$ cat src/rtl/mem_port_arbiter.sv
// Arbitrates one single-ported RAM between an instruction-fetch port and a data port.
// MEM normally wins; IF is forced through after STARVE_MAX consecutive MEM grants while it waits.
module mem_port_arbiter #(
  parameter int ADDR_W     = 12,
  parameter int DATA_W     = 19,
  parameter int STARVE_MAX = 3
) (
  input  logic              clk,
  input  logic              reset,
  input  logic              if_req,
  input  logic [ADDR_W-1:0] if_addr,
  output logic              if_ack,
  output logic [DATA_W-1:0] if_rdata,
  input  logic              mem_req,
  input  logic              mem_we,
  input  logic [ADDR_W-1:0] mem_addr,
  input  logic [DATA_W-1:0] mem_wdata,
  output logic              mem_ack,
  output logic [DATA_W-1:0] mem_rdata,
  input  logic              flush,
  output logic              ram_en,
  output logic              ram_we,
  output logic [ADDR_W-1:0] ram_addr,
  output logic [DATA_W-1:0] ram_wdata,
  input  logic [DATA_W-1:0] ram_rdata,
  input  logic              ram_ready,
  output logic              busy
);
  localparam int CNT_W = $clog2(STARVE_MAX + 1);

  typedef enum logic [2:0] {IDLE, GNT_IF, GNT_MEM, ACK_IF, ACK_MEM} state_t;

  state_t           r_state;
  logic [CNT_W-1:0] r_starve_cnt;
  logic             r_discard;
  logic             r_if_ack;
  logic             w_grant_mem;
  logic             w_grant_if;
  logic             w_if_keep;

  assign w_grant_mem = mem_req && (!if_req || (r_starve_cnt < CNT_W'(STARVE_MAX)));
  assign w_grant_if  = if_req && !w_grant_mem;
  assign w_if_keep   = !(r_discard || flush);

  // A flush landing in the ack cycle itself can only be honoured by masking the registered pulse.
  assign if_ack = r_if_ack && !flush;

  always_ff @(posedge clk) begin
    if (!reset) begin
      r_state      <= IDLE;
      ram_en       <= 1'b0;
      ram_we       <= 1'b0;
      ram_addr     <= '0;
      ram_wdata    <= '0;
      r_if_ack     <= 1'b0;
      if_rdata     <= '0;
      mem_ack      <= 1'b0;
      mem_rdata    <= '0;
      busy         <= 1'b0;
      r_starve_cnt <= '0;
      r_discard    <= 1'b0;
    end else begin
      case (r_state)
        IDLE: begin
          if (w_grant_mem) begin
            r_state   <= GNT_MEM;
            ram_en    <= 1'b1;
            ram_we    <= mem_we;
            ram_addr  <= mem_addr;
            ram_wdata <= mem_wdata;
            busy      <= 1'b1;
            // A MEM grant with IF waiting implies the count is below its ceiling, so no overflow.
            if (if_req) r_starve_cnt <= r_starve_cnt + CNT_W'(1);
          end else if (w_grant_if) begin
            r_state      <= GNT_IF;
            ram_en       <= 1'b1;
            ram_we       <= 1'b0;
            ram_addr     <= if_addr;
            ram_wdata    <= '0;
            busy         <= 1'b1;
            r_starve_cnt <= '0;
          end
        end
        GNT_IF: begin
          if (flush) r_discard <= 1'b1;
          if (ram_ready) begin
            r_state  <= ACK_IF;
            ram_en   <= 1'b0;
            ram_we   <= 1'b0;
            r_if_ack <= w_if_keep;
            if (w_if_keep) if_rdata <= ram_rdata;
          end
        end
        GNT_MEM: begin
          if (ram_ready) begin
            r_state <= ACK_MEM;
            ram_en  <= 1'b0;
            ram_we  <= 1'b0;
            mem_ack <= 1'b1;
            if (!ram_we) mem_rdata <= ram_rdata;
          end
        end
        ACK_IF: begin
          r_state   <= IDLE;
          r_if_ack  <= 1'b0;
          r_discard <= 1'b0;
          busy      <= 1'b0;
        end
        ACK_MEM: begin
          r_state <= IDLE;
          mem_ack <= 1'b0;
          busy    <= 1'b0;
        end
        default: begin
          r_state <= IDLE;
          busy    <= 1'b0;
        end
      endcase
    end
  end
endmodule

$ cat config.mk
export PLATFORM = sky130hd
export DESIGN_NAME = mem_port_arbiter
export DESIGN_NICKNAME = d
export VERILOG_FILES = /design/src/rtl/mem_port_arbiter.sv
export SDC_FILE = /design/constraint.sdc
export NUM_CORES = 1
export LEC_CHECK = 0
export CORE_MARGIN = 3
export CORE_UTILIZATION = 45
export DETAILED_ROUTE_END_ITERATION = 8
export HOLD_SLACK_MARGIN = 0.08
export PLACE_DENSITY = 0.95
export SYNTH_ARGS = -nofsm -noshare
export SYNTH_HDL_FRONTEND = slang
export SYNTH_SLANG_ARGS = --single-unit
$ cat constraint.sdc
create_clock -name clk -period 3.28 [get_ports clk]
set_input_delay 0.492 -clock clk [delete_from_list [all_inputs] [get_ports clk]]
set_output_delay 0.492 -clock clk [all_outputs]
set_load 0.02 [all_outputs]
==> Word level (Yosys, flattened, before mapping) <==
Cells that the tools add are included.
{ "word_totals": {"rom_bits": 0, "n_memories": 0, "out_inout_bits": 74, "reg_bits": 80, "elab_cells": 78, "ram_bits": 0, "latchBits": 0} }
{ "op_classes": {"n_shift": 0, "eq_ne": 10, "n_reduce_logical": 25, "n_div": 0, "n_lt_le_gt_ge": 1, "n_mul": 0, "bitwise_logic": 3, "mux": 26, "addsub": 1} }
{ "op_table": {"columns": ["operator", "count"], "rows": [
  ["2-to-1 mux 19 bit", 2],
  ["2-to-1 mux 12 bit", 2],
  ["AND reduction 3 bit", 5],
  ["2-to-1 mux 3 bit", 4],
  ["one-hot mux 1 bit (2 select lines)", 6],
  ["AND reduction 2 bit", 5],
  ["one-hot mux 3 bit (3 select lines)", 1],
  ["2-to-1 mux 1 bit", 8],
  ["!= test 2 bit (second input constant)", 4],
  ["nonzero test 2 bit", 4],
  ["== test 3 x 2 -> 1 bit (second input constant)", 2],
  ["2-to-1 mux 2 bit", 3],
  ["logical NOT 1 bit", 4],
  ["== test 3 x 1 -> 1 bit (second input constant)", 1],
  ["== test 3 bit (second input constant)", 1],
  ["logical AND 1 bit", 3],
  ["logical NOT 3 bit", 1],
  ["!= test 3 bit (second input constant)", 1],
  ["inverter 1 bit", 3],
  ["adder 2 x 1 -> 2 bit (second input constant)", 1],
  ["logical OR 1 bit", 2],
  ["less-than comparator 2 bit (second input constant)", 1],
  ["!= test 2 x 1 -> 1 bit (second input constant)", 1],
  ["OR reduction 2 bit", 1]
]} }

==> Longest topological paths before layout <==
Gate-level depths: netlist (run 1).
{ "depth": {"ltp_word": 8, "mapped_depth": 6} }

==> Worst setup path before layout (run 1) <==
No wires, ideal clock.
{ "synth_path": {"kind": "input-to-reg", "startpoint": "input flush", "endpoint": "register if_rdata[0]", "required_time_ps": 3148, "t_arrival_ps": 1465, "stages": 5, "slack_ps": 1683, "path_cell_list": "or3b_2 clkbuf_1 clkbuf_1 o21ai_0 a21oi_1"} }
{ "synth_via": {"elab_chain_len": 3} }
{ "synth_lines": {"columns": ["element", "line", "text"], "rows": [
  ["start, declared", "20", "input logic flush,"],
  ["logical OR 1 bit", "43", "assign w_if_keep = !(r_discard || flush);"],
  ["inverter 1 bit (no line)", null, null],
  ["AND reduction 3 bit (no line)", null, null],
  ["end signal, assigned", "91", "if (w_if_keep) if_rdata <= ram_rdata;"],
  ["end, declared", "13", "output logic [DATA_W-1:0] if_rdata,"]
]} }
Every way passes these cells.
A chain may end at the register's enable or synchronous reset.

==> Worst setup path after layout (run 1) <==
{ "layout_path": {"startpoint": "input if_req", "endpoint": "register ram_addr[8]"} }
{ "layout_via": {"elab_chain_len": 7} }
{ "layout_lines": {"columns": ["element", "line", "text"], "rows": [
  ["start, declared", "10", "input logic if_req,"],
  ["logical NOT 1 bit", "41", "assign w_grant_mem = mem_req && (!if_req || (r_starve_cnt < CNT_W'(STARVE_MAX)));"],
  ["logical OR 1 bit", "41", null],
  ["logical AND 1 bit", "41", null],
  ["logical NOT 1 bit", "42", "assign w_grant_if = if_req && !w_grant_mem;"],
  ["logical AND 1 bit", "42", null],
  ["nonzero test 2 bit (no line)", null, null],
  ["AND reduction 2 bit (no line)", null, null],
  ["end signal, assigned", "69", "ram_addr <= mem_addr;"],
  ["end signal, assigned", "78", "ram_addr <= if_addr;"],
  ["end, declared", "23", "output logic [ADDR_W-1:0] ram_addr,"]
]} }
Several ways; a longest one is shown, not always the timed one.

==> results of run 1 <==
[registers in the layout, indices dropped and copies added (netlist names), 2 cells and up]
name	count
r_state	3
r_starve_cnt	2
if_rdata	19
mem_rdata	19
ram_addr	12
ram_wdata	19
[cell families after synthesis]
family | share of synthesized area
simple gates | 0.153
mux | 0.0970
fa+ha+maj | 0.00379
compound gates | 0.204
buf+inv | 0.0549
xor+xnor | 0.00265
flops | 0.485
[cell type report]
class,count,share of cell area
Clock buffer,10,0.0277
Clock inverter,6,0.0138
Inverter,4,0.00302
Multi-Input combinational cell,257,0.311
Sequential cell,80,0.322
Tap cell,96,0.0242
Timing Repair Buffer,150,0.298
[cell usage after synthesis (3+ instances only)]
master / n
nand3_1: 38
o21ai_0: 40
nor2b_1: 3
a211oi_1: 12
mux2i_1: 32
dfxtp_1: 80
nor3b_1: 3
inv_1: 4
a21oi_1: 57
nor2_1: 3
nand2_1: 43
buf_4: 3
buf_2: 4
clkbuf_1: 29
[worst max path at each step]
stage               slack, ns                        to  startpoint  depth (start not counted)
floorplan                1.68  if_rdata[0]$_SDFFE_PN0P_       flush                          5
global placement         0.68  ram_addr[0]$_SDFFE_PN0P_      if_req                          4
detailed placement       0.43  ram_addr[2]$_SDFFE_PN0P_      if_req                          4
CTS                      0.80  ram_addr[8]$_SDFFE_PN0P_      if_req                          4
global route             0.56  ram_addr[8]$_SDFFE_PN0P_      if_req                          4
finish                   0.78  ram_addr[8]$_SDFFE_PN0P_      if_req                          4
[stage by stage]
stage	util	worst slack, ns	instance area [sq um]	hold slack (ns)	power (mW)
after CTS	0.716	0.803	4970	0.464	2.39
after global routing	0.716	0.561	4970	0.485	2.48
final	0.716	0.783	4970	0.463	2.39
after detailed placement	0.686	0.428	4770	0.448	1.67
after global placement	0.686	0.679	4770	0.443	1.65
after floorplan	-	1.68	3300	0.436	1.40
[worst register-to-register path: stages (launching register included)]
cell,delay [ns]
dfxtp_1,0.49
or3_1,0.69
nor2_1,0.73
a211oi_1,0.19
[power by group through the flow]
stage               sequential [mW]  clock (mW)  combinational, mW
floorplan                      1.17           0              0.227
global placement               1.11           0              0.540
detailed placement             1.11           0              0.557
CTS                            1.09       0.744              0.561
global route                   1.10       0.778              0.603
finish                         1.09       0.738              0.559
[per-layer routing]
layer,share of wire,up-vias,track usage
li1,-,1590,-
met1,0.38,1582,0.264
met2,0.52,151,0.433
met3,0.072,24,0.0541
met4,0.022,0,0.0917
met5,0,-,0
==> metrics.md, run 1 <==
| Metric | Value |
|---|---|
| Leakage | 1.77 nW |
| Gate Count Post-Synth | 379 |
| R2R Path Start | r_state[1]$_SDFFE_PN0P_ |
| Die area | 8400 sq um |
| Reg2reg setup slack | 1.02 ns |
| Tcrit/Tclk final | 0.761 |
| H-tree depth | 3 |
| Slew at the pin closest to its max-slew limit | 1.10 ns |
| Part of the power in the clock network | 0.309 |
| Psw | 0.705 mW |
| Status | completed |
| Die Wd | 91.7 um |
| Setup Buffers After CTS | 0 |
| Skew-Pair Late Insertion Delay | 0.35 ns |
| Largest net degree at the start of global routing | 45 |
| CTS tree | done |
| Async SR Flop Fraction | 0 |
| Hold path depth | 2 |
| Area of the multi-input gates | 1550 sq um |
| Switching Fraction | 0.295 |
| Share of post-route cells with drive strength above 1 | 0.0631 |
| Share of total power in combinational logic | 0.234 |
| CP Data Required Time | 3.53 ns |
| Max Fclk | 400 MHz |
| Post-synth EDFFs | 0 |
| Hpwl dp | 7100 um |
| RSZ-0062 raised after global routing | no |
| GP Congestion | 0.787 |
| Crit Path Max Fanout | 20 |
| Most common cell after layout, fill and taps aside | clkdlybuf4s50_1 |
| Setup_tns | 0 ns |
| Crit end category | flop |
| Pre-antenna DRT Iters | 5 |
| Final Max Tran Viols | 0 |
| Crit path time final | 2.50 ns |
| Share of the synthesized area in the top cell type | 0.485 |
| First-pass GRT wire length | 16300 um |
| CP delay by family, top | simple AND/OR/NAND/NOR gates |
| Most frequent cells in the layout | clkdlybuf4s50_1, dfxtp_1, a21oi_1, nand2_1, o21ai_0 |
| Total GRT Usage | 0.237 |
| Non-Filler Instances | 603 |
| Vias post-DR | 3347 |
| Grt ovf | 0 |
| Hold_sp | mem_rdata[10]$_SDFFE_PN0P_ |
| Iteration-0 DRC count of the detailed router | 167 |
| Max Cap Viol | 0 |
| Top cells by area, synth | dfxtp_1, mux2i_1, a21oi_1 |
| CTS Hold Bufs | 0 |
| Flop pwr share | 0.457 |
| CTS sink count | 80 |
| Buf+Inv Stages, Crit Path | 1 |
| Startpoint types | input pin |
| Yosys reg bits | 80 |
| Worst vdd ir | 310 uV |
| Kind of critical path | in2reg |
| Post-Route WL | 9900 um |
| CP max-delay cell | nor2_1 |
| # fillers | 515 |
| Pint | 1.68 mW |
| Worst clock skew | 0.0108 ns |
| WL/cell | 16.4 um |
| CTS buffer count | 9 |
| CP arrival | 2.74 ns |
| Most used DFF post-synth | dfxtp_1 |
| Final setup viols | 0 |
| Buffers on Ports | 142 |
| Syn Nets | 449 |
| Cts repair resizes | 0 |
| Longest Clk Path Bufs | 2 |
| Nets | 572 |
| Vias in the first global route | 3364 |
| Flip-flop and latch area | 1600 sq um |
| Final Hold Fails | 0 |
| Share of the yosys chip area belonging to registers | 0.485 |
| Rows | 30 |
| P&R area growth vs syn | 50.5% |
| Initial Utilization | 0.476 |
| Yosys cell types | 40 |
| CP most frequent cell | nor2_1 |
| Synth Cell Area | 3300 sq um |
| Crit-path max cell delay | 0.89 ns |
| Antenna cells | 0 |
| Initial antenna violation count | 0 |
| Antenna Violating Nets Remaining | 0 |
| Max_slew headroom | 0.264 |
| Clock Tree Root | clkbuf_8 |
| Area leader, netlist | dfxtp_1 |
| Vias per inst | 5.55 |
| HP Class | reg2reg |
| DRC viols | 0 |
| Post-synthesis area per instance | 8.72 sq um |
| Critical path cell sequence | clkdlybuf4s50_1 -> nor2_1 -> nor2_1 -> a211oi_1 |
| Worst r2r dst | ram_addr[8]$_SDFFE_PN0P_ |
| Ports | 143 |
| Yosys warnings | 0 |
| Pwr/cell area | 480 nW/um^2 |
| Worst-path clk slew | 0.08 ns |
| Inst Count DP | 587 |
| Min-Delay Endpoint | mem_rdata[10]$_SDFFE_PN0P_ |
| Die Y-Extent | 91.7 um |
| CORE AREA | 6940 sq um |
| R2r worst-path depth | 3 |
(Power assumes the default switching activity.)
==> run 2: changes to the inputs <==
- CORE_UTILIZATION: 45 -> 42
- PLACE_DENSITY: 0.95 -> 0.91
- clock period: 3.28 -> 2.4 ns (I/O delays scaled with it)
==> run 2 against run 1 <==
Compared with the run above:
- register-to-register slack got worse by 0.50 ns
- sequential power rose by 37%
- combinational power increased by 38%
- cell count rose by 1.0%
- worst hold slack worse by 0.0052 ns
- die area rose by 6.7%
- clock skew down 0.0012 ns
- total power increased by 35%
- clock power up 30%
==> metrics.md, run 2 (synthesis results as in run 1) <==
| Metric | Value |
|---|---|
| R2r worst-path depth | 3 |
| Post-Route WL | 9730 um |
| Worst vdd ir | 299 uV |
| Die Y-Extent | 94.7 um |
| CORE AREA | 7450 sq um |
| Max Fclk | 504 MHz |
| Total GRT Usage | 0.216 |
| Initial Utilization | 0.444 |
| Pwr/cell area | 643 nW/um^2 |
| Vias in the first global route | 3145 |
| Vias post-DR | 3317 |
| Setup_tns | 0 ns |
| Placed cell area | 4810 sq um |
| Part of the power in the clock network | 0.297 |
| Most common cell after layout, fill and taps aside | clkdlybuf4s50_1 |
| GP Congestion | 0.798 |
| Clock Tree Root | clkbuf_8 |
| Final instance area | 5000 sq um |
| Die Wd | 94.7 um |
| Antenna cells | 0 |
| RSZ-0062 raised after global routing | no |
| Leakage | 1.78 nW |
| Crit path time final | 1.98 ns |
| Most frequent cells in the layout | clkdlybuf4s50_1, dfxtp_1, a21oi_1, nand2_1, o21ai_0 |
| Final Max Tran Viols | 0 |
| Buffers on Ports | 142 |
| Worst clock skew | 0.00957 ns |
| Switching Fraction | 0.285 |
| Longest Clk Path Bufs | 2 |
| CTS Hold Bufs | 0 |
| Final setup viols | 0 |
| Largest net degree at the start of global routing | 45 |
| Cts repair resizes | 0 |
| P&R area growth vs syn | 51.4% |
| Die area | 8970 sq um |
| # fillers | 607 |
| Antenna Violating Nets Remaining | 0 |
| Status | completed |
| Initial antenna violation count | 0 |
| Final Hold Fails | 0 |
| Skew-Pair Late Insertion Delay | 0.34 ns |
| Kind of critical path | in2out |
| Psw | 0.917 mW |
| Pre-antenna DRT Iters | 4 |
| CP arrival | 1.62 ns |
| Flop pwr share | 0.462 |
| Share of total power in combinational logic | 0.241 |
| Iteration-0 DRC count of the detailed router | 144 |
| Startpoint types | input pin |
| Largest registers | if_rdata (19), mem_rdata (19), ram_wdata (19) |
| Setup Buffers After CTS | 0 |
| Pint | 2.30 mW |
| Max_slew headroom | 0.469 |
| Grt ovf | 0 |
| Max Cap Viol | 0 |
| Share of post-route cells with drive strength above 1 | 0.0647 |
| Flip-flop and latch area | 1600 sq um |
| Slew at the pin closest to its max-slew limit | 0.794 ns |
| Vias per inst | 5.45 |
| Worst-path clk slew | 0.07 ns |
| CTS tree | done |
| Area of the multi-input gates | 1550 sq um |
| Tcrit/Tclk final | 0.826 |
| Rows | 31 |
| CTS sink count | 80 |
| DRC viols | 0 |
| CP Data Required Time | 2.04 ns |
| Core Util, Final | 0.671 |
| CTS buffer count | 9 |
| Hold path depth | 2 |
| H-tree depth | 3 |
| Nets | 576 |
| WL/cell | 16.0 um |
| Ports | 143 |
| HP Class | reg2reg |
| Hpwl dp | 7060 um |
| Crit Path Max Fanout | 4 |
| First-pass GRT wire length | 15300 um |
| Crit end category | output pin |
run 2: metal layers:
layer | track usage | up-vias | routed length (um)
li1 | - | 1600 | -
met1 | 0.261 | 1558 | 3930
met2 | 0.366 | 136 | 4870
met3 | 0.0470 | 23 | 662
met4 | 0.0974 | 0 | 264
met5 | 0 | - | 0
run 2: layout make-up:
| type | count | area share |
|---|---|---|
| timing repair buffer | 154 | 0.305 |
| inverter | 4 | 0.00300 |
| clock buffer | 12 | 0.0290 |
| multi-input combinational | 257 | 0.310 |
| sequential | 80 | 0.320 |
| clock inverter | 3 | 0.00851 |
| tap | 99 | 0.0248 |
run 2: critical path: stages:
cell and delay [ns]:
clkdlybuf4s50_1 0.49, nor2b_1 0.15, clkdlybuf4s50_1 0.62
run 2: final timing paths:
kind | startpoint | endpoint | slack, ns
worst max-delay path | flush | if_ack | 0.42
worst min-delay path | r_starve_cnt[1]$_SDFFE_PN0P_ | r_starve_cnt[1]$_SDFFE_PN0P_ | 0.46
worst max register to register | r_state[1]$_SDFFE_PN0P_ | ram_addr[10]$_SDFFE_PN0P_ | 0.52
worst min register to register | r_starve_cnt[1]$_SDFFE_PN0P_ | r_starve_cnt[1]$_SDFFE_PN0P_ | 0.46
run 2: metrics by stage:
step	total power [mW]	std cells	hold WS [ns]	setup slack (ns)
after floorplan	1.91	379	0.436	0.882
after global placement	2.26	594	0.443	0.356
after detailed placement	2.29	594	0.449	0.330
after CTS	3.25	609	0.459	0.417
after global routing	3.37	609	0.473	0.279
final	3.22	609	0.458	0.418
run 2: power groups by stage:
stage	Sequential, mW	Combinational (mW)	Clock (mW)
final	1.49	0.774	0.956
after global routing	1.50	0.834	1.04
after CTS	1.49	0.776	0.983
after detailed placement	1.52	0.771	0
after global placement	1.51	0.751	0
after floorplan	1.60	0.310	0
